File: src/rtl/vis_overlay_pkg.sv
// Shared types, constants and helpers for the vis_* video overlay stages.
// Optional feature macro used by the overlay top: CENTROID_BBOX_EN.
package vis_overlay_pkg;

    localparam int COORD_W = 11;

    typedef logic [COORD_W-1:0] coord_t;
    typedef logic [23:0]        rgb_t;

    // Pure red marker unless the instance overrides it.
    localparam rgb_t   MARK_RGB_DEF = 24'hFF0000;

    // Counters saturate here instead of wrapping.
    localparam coord_t COORD_MAX    = '1;

    // True when |diff| <= lim. diff is the signed difference of two unsigned coords.
    function automatic logic abs_le(input logic signed [COORD_W:0] diff,
                                    input logic [COORD_W-1:0]      lim);
        logic signed [COORD_W:0] l;
        l = $signed({1'b0, lim});
        return (diff <= l) && (diff >= -l);
    endfunction

endpackage

File: src/rtl/vis_pos_counter.sv
// Pixel position tracker for vis_* stages: derives the frame start from the
// vsync edge, counts x within a de run and y per de falling edge, and raises
// frame_lock once a frame start has been seen since reset.
module vis_pos_counter
    import vis_overlay_pkg::*;
#(
    parameter logic VS_ACT = 1'b1
) (
    input  logic               clk,
    input  logic               rst,
    input  logic               de_i,
    input  logic               vsync_i,
    output logic [COORD_W-1:0] x_o,
    output logic [COORD_W-1:0] y_o,
    output logic               fs_o,
    output logic               frame_lock_o
);

    logic               vs_q;
    logic               de_q;
    logic               lock_q, lock_d;
    logic [COORD_W-1:0] x_q, x_d;
    logic [COORD_W-1:0] y_q, y_d;

    // Frame start is the edge into the active vsync level.
    assign fs_o         = (vsync_i == VS_ACT) && (vs_q != VS_ACT);
    assign x_o          = x_q;
    assign y_o          = y_q;
    assign frame_lock_o = lock_q;

    // Next-state for the position counters; frame start overrides everything.
    always_comb begin
        x_d    = x_q;
        y_d    = y_q;
        lock_d = lock_q;
        if (de_i) begin
            x_d = (x_q == COORD_MAX) ? x_q : x_q + 1'b1;
        end else begin
            x_d = '0;
        end
        if (de_q && !de_i && (y_q != COORD_MAX)) begin
            y_d = y_q + 1'b1;
        end
        if (fs_o) begin
            x_d    = '0;
            y_d    = '0;
            lock_d = 1'b1;
        end
    end

    // Edge-detect history and counter state.
    always_ff @(posedge clk) begin
        if (rst) begin
            vs_q   <= 1'b0;
            de_q   <= 1'b0;
            lock_q <= 1'b0;
            x_q    <= '0;
            y_q    <= '0;
        end else begin
            vs_q   <= vsync_i;
            de_q   <= de_i;
            lock_q <= lock_d;
            x_q    <= x_d;
            y_q    <= y_d;
        end
    end

endmodule

File: src/rtl/vis_centroid_overlay.sv
// Centroid crosshair overlay placed just ahead of the HDMI encoder.
// Centroid updates are buffered in a pending register and only become visible
// at the next frame start, so the marker never tears mid-frame.
// Optional feature macro: CENTROID_BBOX_EN adds a bounding-box outline.
module vis_centroid_overlay
    import vis_overlay_pkg::*;
#(
    parameter int          H_RES    = 1280,
    parameter int          V_RES    = 720,
    parameter int          ARM      = 8,
    parameter logic [23:0] MARK_RGB = MARK_RGB_DEF,
    parameter logic        VS_ACT   = 1'b1
) (
    input  logic               clk,
    input  logic               rst,
    input  logic               de_in,
    input  logic               hsync_in,
    input  logic               vsync_in,
    input  logic [23:0]        pixel_in,
    input  logic [COORD_W-1:0] cent_x,
    input  logic [COORD_W-1:0] cent_y,
    input  logic               cent_valid,
`ifdef CENTROID_BBOX_EN
    input  logic [COORD_W-1:0] bbox_x0,
    input  logic [COORD_W-1:0] bbox_y0,
    input  logic [COORD_W-1:0] bbox_x1,
    input  logic [COORD_W-1:0] bbox_y1,
`endif
    output logic               de_out,
    output logic               hsync_out,
    output logic               vsync_out,
    output logic [23:0]        pixel_out
);

    localparam logic [COORD_W:0]   H_LIM = H_RES[COORD_W:0];
    localparam logic [COORD_W:0]   V_LIM = V_RES[COORD_W:0];
    localparam logic [COORD_W-1:0] ARM_L = ARM[COORD_W-1:0];

    logic [COORD_W-1:0] x, y;
    logic               fs, frame_lock;

    vis_pos_counter #(.VS_ACT(VS_ACT)) u_pos (
        .clk          (clk),
        .rst          (rst),
        .de_i         (de_in),
        .vsync_i      (vsync_in),
        .x_o          (x),
        .y_o          (y),
        .fs_o         (fs),
        .frame_lock_o (frame_lock)
    );

    // Pending (latest strobe) and shadow (in use for this frame) coordinates.
    logic [COORD_W-1:0] pend_x_q, pend_x_d, pend_y_q, pend_y_d;
    logic [COORD_W-1:0] sh_x_q, sh_x_d, sh_y_q, sh_y_d;
    logic               pend_vld_q, pend_vld_d;
    logic               marker_en_q, marker_en_d;
`ifdef CENTROID_BBOX_EN
    logic [COORD_W-1:0] pend_b_q [4];
    logic [COORD_W-1:0] pend_b_d [4];
    logic [COORD_W-1:0] sh_b_q   [4];
    logic [COORD_W-1:0] sh_b_d   [4];
    logic [COORD_W-1:0] bbox_in  [4];
    assign bbox_in[0] = bbox_x0;
    assign bbox_in[1] = bbox_y0;
    assign bbox_in[2] = bbox_x1;
    assign bbox_in[3] = bbox_y1;
`endif

    // Strobes land in pending; frame start copies to shadow, a coincident strobe going straight through.
    always_comb begin
        pend_x_d    = pend_x_q;
        pend_y_d    = pend_y_q;
        pend_vld_d  = pend_vld_q;
        sh_x_d      = sh_x_q;
        sh_y_d      = sh_y_q;
        marker_en_d = marker_en_q;
`ifdef CENTROID_BBOX_EN
        pend_b_d    = pend_b_q;
        sh_b_d      = sh_b_q;
`endif
        if (cent_valid) begin
            pend_x_d   = cent_x;
            pend_y_d   = cent_y;
            pend_vld_d = 1'b1;
`ifdef CENTROID_BBOX_EN
            pend_b_d   = bbox_in;
`endif
        end
        if (fs) begin
            if (cent_valid) begin
                sh_x_d      = cent_x;
                sh_y_d      = cent_y;
                marker_en_d = 1'b1;
`ifdef CENTROID_BBOX_EN
                sh_b_d      = bbox_in;
`endif
            end else if (pend_vld_q) begin
                sh_x_d      = pend_x_q;
                sh_y_d      = pend_y_q;
                marker_en_d = 1'b1;
`ifdef CENTROID_BBOX_EN
                sh_b_d      = pend_b_q;
`endif
            end
        end
    end

    // Coordinate register bank.
    always_ff @(posedge clk) begin
        if (rst) begin
            pend_x_q    <= '0;
            pend_y_q    <= '0;
            pend_vld_q  <= 1'b0;
            sh_x_q      <= '0;
            sh_y_q      <= '0;
            marker_en_q <= 1'b0;
`ifdef CENTROID_BBOX_EN
            pend_b_q    <= '{default: '0};
            sh_b_q      <= '{default: '0};
`endif
        end else begin
            pend_x_q    <= pend_x_d;
            pend_y_q    <= pend_y_d;
            pend_vld_q  <= pend_vld_d;
            sh_x_q      <= sh_x_d;
            sh_y_q      <= sh_y_d;
            marker_en_q <= marker_en_d;
`ifdef CENTROID_BBOX_EN
            pend_b_q    <= pend_b_d;
            sh_b_q      <= sh_b_d;
`endif
        end
    end

    // Hit detection against the current position. Signed differences make the
    // arms clip at the frame edges rather than wrap.
    logic signed [COORD_W:0] dx, dy;
    logic                    draw_en, hit_cross, hit_box;

    assign dx        = $signed({1'b0, x}) - $signed({1'b0, sh_x_q});
    assign dy        = $signed({1'b0, y}) - $signed({1'b0, sh_y_q});
    assign draw_en   = de_in && frame_lock && marker_en_q
                       && ({1'b0, x} < H_LIM) && ({1'b0, y} < V_LIM);
    assign hit_cross = draw_en && (((dx == '0) && abs_le(dy, ARM_L))
                                || ((dy == '0) && abs_le(dx, ARM_L)));

`ifdef CENTROID_BBOX_EN
    logic box_ok, on_v, on_h;
    assign box_ok  = (sh_b_q[0] <= sh_b_q[2]) && (sh_b_q[1] <= sh_b_q[3]);
    assign on_v    = ((x == sh_b_q[0]) || (x == sh_b_q[2])) && (y >= sh_b_q[1]) && (y <= sh_b_q[3]);
    assign on_h    = ((y == sh_b_q[1]) || (y == sh_b_q[3])) && (x >= sh_b_q[0]) && (x <= sh_b_q[2]);
    assign hit_box = draw_en && box_ok && (on_v || on_h);
`else
    assign hit_box = 1'b0;
`endif

    // Two-stage output pipe: stage 1 holds inputs and hit flags, stage 2 the colour mux.
    logic        de_s1_q, hs_s1_q, vs_s1_q, hit_s1_q, box_s1_q;
    logic [23:0] pix_s1_q;
    logic        de_o_q, hs_o_q, vs_o_q;
    logic [23:0] pix_o_q, pix_o_d;

    // Colour select: crosshair wins over the rectangle.
    always_comb begin
        pix_o_d = pix_s1_q;
        if (hit_s1_q) begin
            pix_o_d = MARK_RGB;
        end else if (box_s1_q) begin
            pix_o_d = MARK_RGB ^ 24'hFFFFFF;
        end
    end

    // Pipeline registers.
    always_ff @(posedge clk) begin
        if (rst) begin
            de_s1_q  <= 1'b0;
            hs_s1_q  <= 1'b0;
            vs_s1_q  <= 1'b0;
            pix_s1_q <= '0;
            hit_s1_q <= 1'b0;
            box_s1_q <= 1'b0;
            de_o_q   <= 1'b0;
            hs_o_q   <= 1'b0;
            vs_o_q   <= 1'b0;
            pix_o_q  <= '0;
        end else begin
            de_s1_q  <= de_in;
            hs_s1_q  <= hsync_in;
            vs_s1_q  <= vsync_in;
            pix_s1_q <= pixel_in;
            hit_s1_q <= hit_cross;
            box_s1_q <= hit_box;
            de_o_q   <= de_s1_q;
            hs_o_q   <= hs_s1_q;
            vs_o_q   <= vs_s1_q;
            pix_o_q  <= pix_o_d;
        end
    end

    assign de_out    = de_o_q;
    assign hsync_out = hs_o_q;
    assign vsync_out = vs_o_q;
    assign pixel_out = pix_o_q;

endmodule

File: config.mk
export PLATFORM = sky130hd
export DESIGN_NAME = vis_centroid_overlay
export DESIGN_NICKNAME = d
export VERILOG_FILES = /design/src/rtl/vis_overlay_pkg.sv /design/src/rtl/vis_pos_counter.sv /design/src/rtl/vis_centroid_overlay.sv
export SDC_FILE = /design/constraint.sdc
export NUM_CORES = 1
export LEC_CHECK = 0
export BUFFER_PORTS_ARGS = -buffer_cell sky130_fd_sc_hd__buf_2
export CORE_MARGIN = 10
export CORE_UTILIZATION = 32
export CTS_BUF_LIST = sky130_fd_sc_hd__clkbuf_8
export CTS_CLUSTER_SIZE = 30
export DETAILED_ROUTE_END_ITERATION = 12
export PLACE_DENSITY_LB_ADDON = 0.15
export SYNTH_ARGS = -nofsm -noshare
export SYNTH_HDL_FRONTEND = slang
export SYNTH_SLANG_ARGS = --single-unit
export TNS_END_PERCENT = 5
File: constraint.sdc
create_clock -name clk -period 3.1 [get_ports clk]
set_input_delay 0.31 -clock clk [delete_from_list [all_inputs] [get_ports clk]]
set_output_delay 0.31 -clock clk [all_outputs]
set_load 0.1 [all_outputs]
# [Word level (Yosys, flattened, before mapping)]
# Cells that the tools add are included.
[totals] register_bits=124 latch_bits=0 ram_bits=0 mem_bits_ro=0 out_inout_bits=27 memories=0
[op_classes] addsub=4 multipliers=0 div=0 n_lt_le_gt_ge=6 eq_ne=2 shift=0 muxes=7 bitwise=2 n_reduce_logical=21
[op_table] cell="$mux W11" n=4
[op_table] cell="$ge A12 B4 Y1 const B" n=2
[op_table] cell="$le A12 B5 Y1 const B" n=2
[op_table] cell="$logic_not A12 Y1" n=2
[op_table] cell="$mux W24" n=1
[op_table] cell="$sub A11 B11 Y12" n=2
[op_table] cell="$add A11 B1 Y11 const B" n=2
[op_table] cell="$logic_and A1 B1 Y1" n=12
[op_table] cell="$eq A11 B11 Y1 const B" n=1
[op_table] cell="$lt A11 B10 Y1 const B" n=1
[op_table] cell="$lt A11 B11 Y1 const B" n=1
[op_table] cell="$ne A11 B11 Y1 const B" n=1
[op_table] cell="$reduce_or A2 Y1" n=2
[op_table] cell="$reduce_or A3 Y1" n=1
[op_table] cell="$mux W1" n=2
[op_table] cell="$not A1 Y1" n=2
[op_table] cell="$reduce_and A2 Y1" n=1
[op_table] cell="$reduce_bool A2 Y1" n=1
[op_table] cell="$logic_not A1 Y1" n=1
[op_table] cell="$logic_or A1 B1 Y1" n=1

# [Depth between registers and ports, before layout]
[logic_depth] ltp_word=6 mapped_depth=11 mapped_depth_nobuf=11

# [By module]
# A second synthesis with hierarchy kept.
[unflattened] hier_cells=598 area_unflattened_um2=5484.0
[by_module_without_submodules] module="vis_centroid_overlay" instances=1 cells_per_inst=469 area_per_inst_um2=4346.7 seq_area_each_um2=2021.9
[by_module_without_submodules] module="vis_pos_counter" instances=1 cells_per_inst=129 area_per_inst_um2=1137.3 seq_area_each_um2=500.5

# [Worst setup path after synthesis]
# No wires, ideal clock.
[synth_timing] kind="register to register" startpoint="register u_pos.y_q[0], in the netlist u_pos.y_o[0]" endpoint="register hit_s1_q" setup_time_ns=0.117 arrival_ns=2.457 slack_ns=0.526 path_stages_with_launch=12 period_less_slack_ns=2.574 cell_sequence="dfxtp_1 -> inv_1 -> ha_1 -> fa_1 -> nand2b_1 -> a211oi_1 -> o21ai_0 -> a31oi_1 -> xnor2_1 -> and4b_1 -> a32o_1 -> a32o_1"
[synth_between] elab_chain_cells=6 word_cells_on_any_way=11
[synth_lines] element="start, declared" line="vis_pos_counter.sv:23" source="logic [COORD_W-1:0] y_q, y_d;"
[synth_lines] element="start signal, assigned" line="vis_pos_counter.sv:64" source="y_q <= y_d;"
[synth_lines] element="$sub A11 B11 Y12" line="vis_centroid_overlay.sv:142" source="assign dy = $signed({1'b0, y}) - $signed({1'b0, sh_y_q});"
[synth_lines] element="$le A12 B5 Y1 / $ge A12 B4 Y1 (equally long branches)" line="vis_overlay_pkg.sv:21" source="return (diff <= l) && (diff >= -l);"
[synth_lines] element="$logic_and A1 B1 Y1" line="vis_overlay_pkg.sv:21"
[synth_lines] element="$logic_and A1 B1 Y1" line="vis_centroid_overlay.sv:145" source="assign hit_cross = draw_en && (((dx == '0) && abs_le(dy, ARM_L))"
[synth_lines] element="$logic_or A1 B1 Y1" line="vis_centroid_overlay.sv:146" source="|| ((dy == '0) && abs_le(dx, ARM_L)));"
[synth_lines] element="$logic_and A1 B1 Y1 (*)" line="vis_centroid_overlay.sv:145"
[synth_lines] element="end signal, assigned" line="vis_centroid_overlay.sv:192" source="hit_s1_q <= hit_cross;"
[synth_lines] element="end, declared" line="vis_centroid_overlay.sv:159" source="logic de_s1_q, hs_s1_q, vs_s1_q, hit_s1_q, box_s1_q;"
# Every way passes the cells marked *; elsewhere a longest branch is shown, timed or not.
# A chain may end at the register's enable or synchronous reset.

# [Worst setup path after layout]
# Same ends and word-level chain as after synthesis.

==> impl_metrics.json <==
{
  "rsz0062_at_grt": "no",
  "synth_top_flop_cell": "sky130_fd_sc_hd__dfxtp_1",
  "synth.avg_cell_area_um2": 9.09,
  "skew_ns": 0.00973,
  "finalCriticalPeriod_ns": 2.88,
  "worst_ir_drop_on_vdd_uv": 331,
  "finish.net_count": 742,
  "htreeDepth": 4,
  "tritoncts": "done",
  "grt_max_degree": 88,
  "total_drc_errors_in_the_routed_layout": 0,
  "fillCellCount": 1676,
  "ant_nets": 0,
  "fin_util_pct": 38.5,
  "post_drt_via_cell_ratio": 4.58,
  "clockRootBuffer": "sky130_fd_sc_hd__clkbuf_8",
  "setup_viol_count_final": 0,
  "mostFrequentLayoutCell": "sky130_fd_sc_hd__dfxtp_1",
  "synth_enable_flop_cells": 0,
  "dp.cells": 865,
  "floorplan.initialDensity_pct": 32.4,
  "cells_on_worst_hold_path": 2,
  "fraction_of_synthesized_area_in_multiplexers_pct": 4.73,
  "ioPinCount": 79,
  "cellLeakagePower_nw": 2.68,
  "synth-adder-area-share_pct": 6.40,
  "post-route-period-util_pct": 92.9,
  "drive_gt1_share_pct": 18.2,
  "detail_route.first_pass.iterations": 4,
  "power_density_mw_per_mm2": 575,
  "area_delta_synth_final_pct": 18.8,
  "hold_buffers": 0,
  "r2r-start": "u_pos.y_o[0]",
  "hpwlAfterDp_mm": 8.97,
  "critical_path_start_end_classification": "reg2reg",
  "origin_of_the_worst_min_delay_path": "rst",
  "avgRoutedWirePerCell_um": 13.5,
  "cts-buffers-inserted": 17,
  "async_flop_share_pct": 0,
  "synth.yosys.warnings": 0,
  "routed-via-count": 4111,
  "timing.max_cap.violations": 0,
  "postCtsSetupBuffers": 0,
  "design.die.area_mm2": 0.0222,
  "mostFrequentLayoutCells": "sky130_fd_sc_hd__dfxtp_1 (124), sky130_fd_sc_hd__nor2_1 (109), sky130_fd_sc_hd__buf_2 (78), sky130_fd_sc_hd__inv_1 (35), sky130_fd_sc_hd__nor2b_1 (32)",
  "instances_no_fill": 897,
  "postSynthRegisterBits": 124,
  "worstReg2RegEnd": "hit_s1_q",
  "first_pass_grt_wire_length_mm": 20.4,
  "clock_pin_slew_on_the_worst_setup_and_hold_paths_ns": 0.08,
  "netlist_instances": 585,
  "worst_hold_slack_ns": 0.0598,
  "rrSetupSlack_ns": 0.22,
  "clkLatencyLatePin_ns": 0.44,
  "grt.total_usage_pct": 11.5,
  "yosys.area_share.simple_pct": 21.8,
  "synth_top_family_by_area": "simple AND/OR/NAND/NOR gates",
  "placementRows": 47,
  "globalplace.congestion": 0.860,
  "cp_data_arrival_time_ns": 3.22,
  "yosys.cell_types.count": 49,
  "critPathMaxFanout": 4,
  "finalPower_w": 0.00363,
  "cp_startpoint_kind": "flip-flop",
  "drt_first_iter_violations": 182,
  "worst-endpoint-required_ns": 3.44,
  "die_height_um": 149,
  "tightest_slew_ns": 0.901,
  "numClockSinks": 124,
  "diodes": 0,
  "synth_compound_area_share_pct": 11.5,
  "width_of_the_die_um": 149,
  "maxSlewHeadroom_pct": 39.9,
  "setup.worst_path.end_class": "flip-flop",
  "synth.net_count": 663,
  "finalHoldViolCount": 0,
  "cts-root-to-sink-buffers": 2,
  "final.setup.tns_ns": 0,
  "core_area_mm2": 0.0164,
  "r2r_cells": 11,
  "antenna_found_initial": 0,
  "first_global_vias": 4176,
  "report.final.slew_viol_count": 0,
  "run_status": "finished clean",
  "achievable-frequency_mhz": 347,
  "gr-total-overflow": 0,
  "synth_sequential_area_ratio_pct": 46.7,
  "port-buffer-count": 78,
  "worst_hold_path_type": "in2reg",
  "cts_resized": 0,
  "worst_hold_path.endpoint": "u_pos.de_q",
  "syn-cell-area_mm2": 0.00532,
  "drt-total-wl_mm": 12.1,
  "xor_xnor_cell_area_share_of_the_yosys_netlist_pct": 4.94
}
==> worst max-delay path: stages, from the launching register on <==
cell	delay, ns
sky130_fd_sc_hd__dfxtp_1	0.39
sky130_fd_sc_hd__inv_1	0.06
sky130_fd_sc_hd__ha_1	0.20
sky130_fd_sc_hd__fa_1	0.38
sky130_fd_sc_hd__nand2b_1	0.19
sky130_fd_sc_hd__a211oi_1	0.30
sky130_fd_sc_hd__o21ai_0	0.15
sky130_fd_sc_hd__a31oi_1	0.25
sky130_fd_sc_hd__xnor2_1	0.19
sky130_fd_sc_hd__and4b_1	0.23
sky130_fd_sc_hd__a32o_1	0.24
sky130_fd_sc_hd__a32o_1	0.21
==> report_power, final <==
group / total (W) / internal (W) / switching [W]
logic: 0.000570 / 0.000210 / 0.000360
registers: 0.00169 / 0.00167 / 0.0000269
clock network: 0.00137 / 0.000671 / 0.000696
==> Yosys cell counts (5+ instances only) <==
cell type	number	area (um2)
sky130_fd_sc_hd__a21oi_1	20	100
sky130_fd_sc_hd__clkbuf_1	17	63.8
sky130_fd_sc_hd__dfxtp_1	124	2480
sky130_fd_sc_hd__nand2_1	16	60.1
sky130_fd_sc_hd__xor2_1	14	123
sky130_fd_sc_hd__a211oi_1	26	195
sky130_fd_sc_hd__nand2b_1	9	56.3
sky130_fd_sc_hd__and4_1	5	43.8
sky130_fd_sc_hd__nor3_1	5	25.0
sky130_fd_sc_hd__nor2_1	109	409
sky130_fd_sc_hd__mux2i_1	24	240
sky130_fd_sc_hd__inv_1	34	128
sky130_fd_sc_hd__o21ai_0	14	70.1
sky130_fd_sc_hd__nand4_1	6	37.5
sky130_fd_sc_hd__ha_1	24	300
sky130_fd_sc_hd__nand3_1	14	70.1
sky130_fd_sc_hd__and2_1	18	113
sky130_fd_sc_hd__xnor2_1	16	140
sky130_fd_sc_hd__nor2b_1	33	206
==> layout make-up <==
class                           count  area, um2  area share, %
Sequential cell                   124       2480           39.3
Multi-Input combinational cell    405       2630           41.6
Clock buffer                       18        248           3.92
Clock inverter                     14        136           2.16
Timing Repair Buffer               82        420           6.66
Tap cell                          220        275           4.36
Inverter                           34        128           2.02
==> per-layer routing <==
metal	vias to the layer above	GRT usage [%]	wire length, um
li1	2140	-	-
met1	1876	13.6	5760
met2	84	17.8	5430
met3	11	5.34	820
met4	0	3.97	119
met5	-	0	0
==> stage by stage <==
stage / instance area [um2] / worst slack [ns]
after global placement: 5930 / 0.360
after global routing: 6320 / 0.0142
final: 6320 / 0.221
after floorplan: 5320 / 0.526
after CTS: 6320 / 0.244
after detailed placement: 5930 / 0.245
==> flip-flops by register name, indices dropped and copies added, names as in the netlist, 11 cells and up <==
register   count
pend_x_q      11
pend_y_q      11
pix_s1_q      24
pixel_out     24
sh_x_q        11
sh_y_q        11
u_pos.x_o     11
u_pos.y_o     11
==> cell families after synthesis <==
group,count (synthesis)
flip-flops,124
buffers and inverters,56
AO/OA/AOI/OAI,89
adder cells (fa/ha/maj),26
multiplexers,25
AND/OR/NAND/NOR,235
XOR/XNOR,30
==> how the worst max path moves through the flow <==
stage | startpoint | to | slack, ns | depth (start not counted)
2_1_floorplan | u_pos.y_o[0] | hit_s1_q | 0.53 | 11
3_3_place_gp | u_pos.y_o[0] | hit_s1_q | 0.36 | 11
3_5_place_dp | u_pos.y_o[0] | hit_s1_q | 0.25 | 11
4_1_cts | u_pos.y_o[0] | hit_s1_q | 0.24 | 11
5_1_grt | u_pos.y_o[0] | hit_s1_q | 0.01 | 11
6_report | u_pos.y_o[0] | hit_s1_q | 0.22 | 11
(Power assumes the default switching activity.)
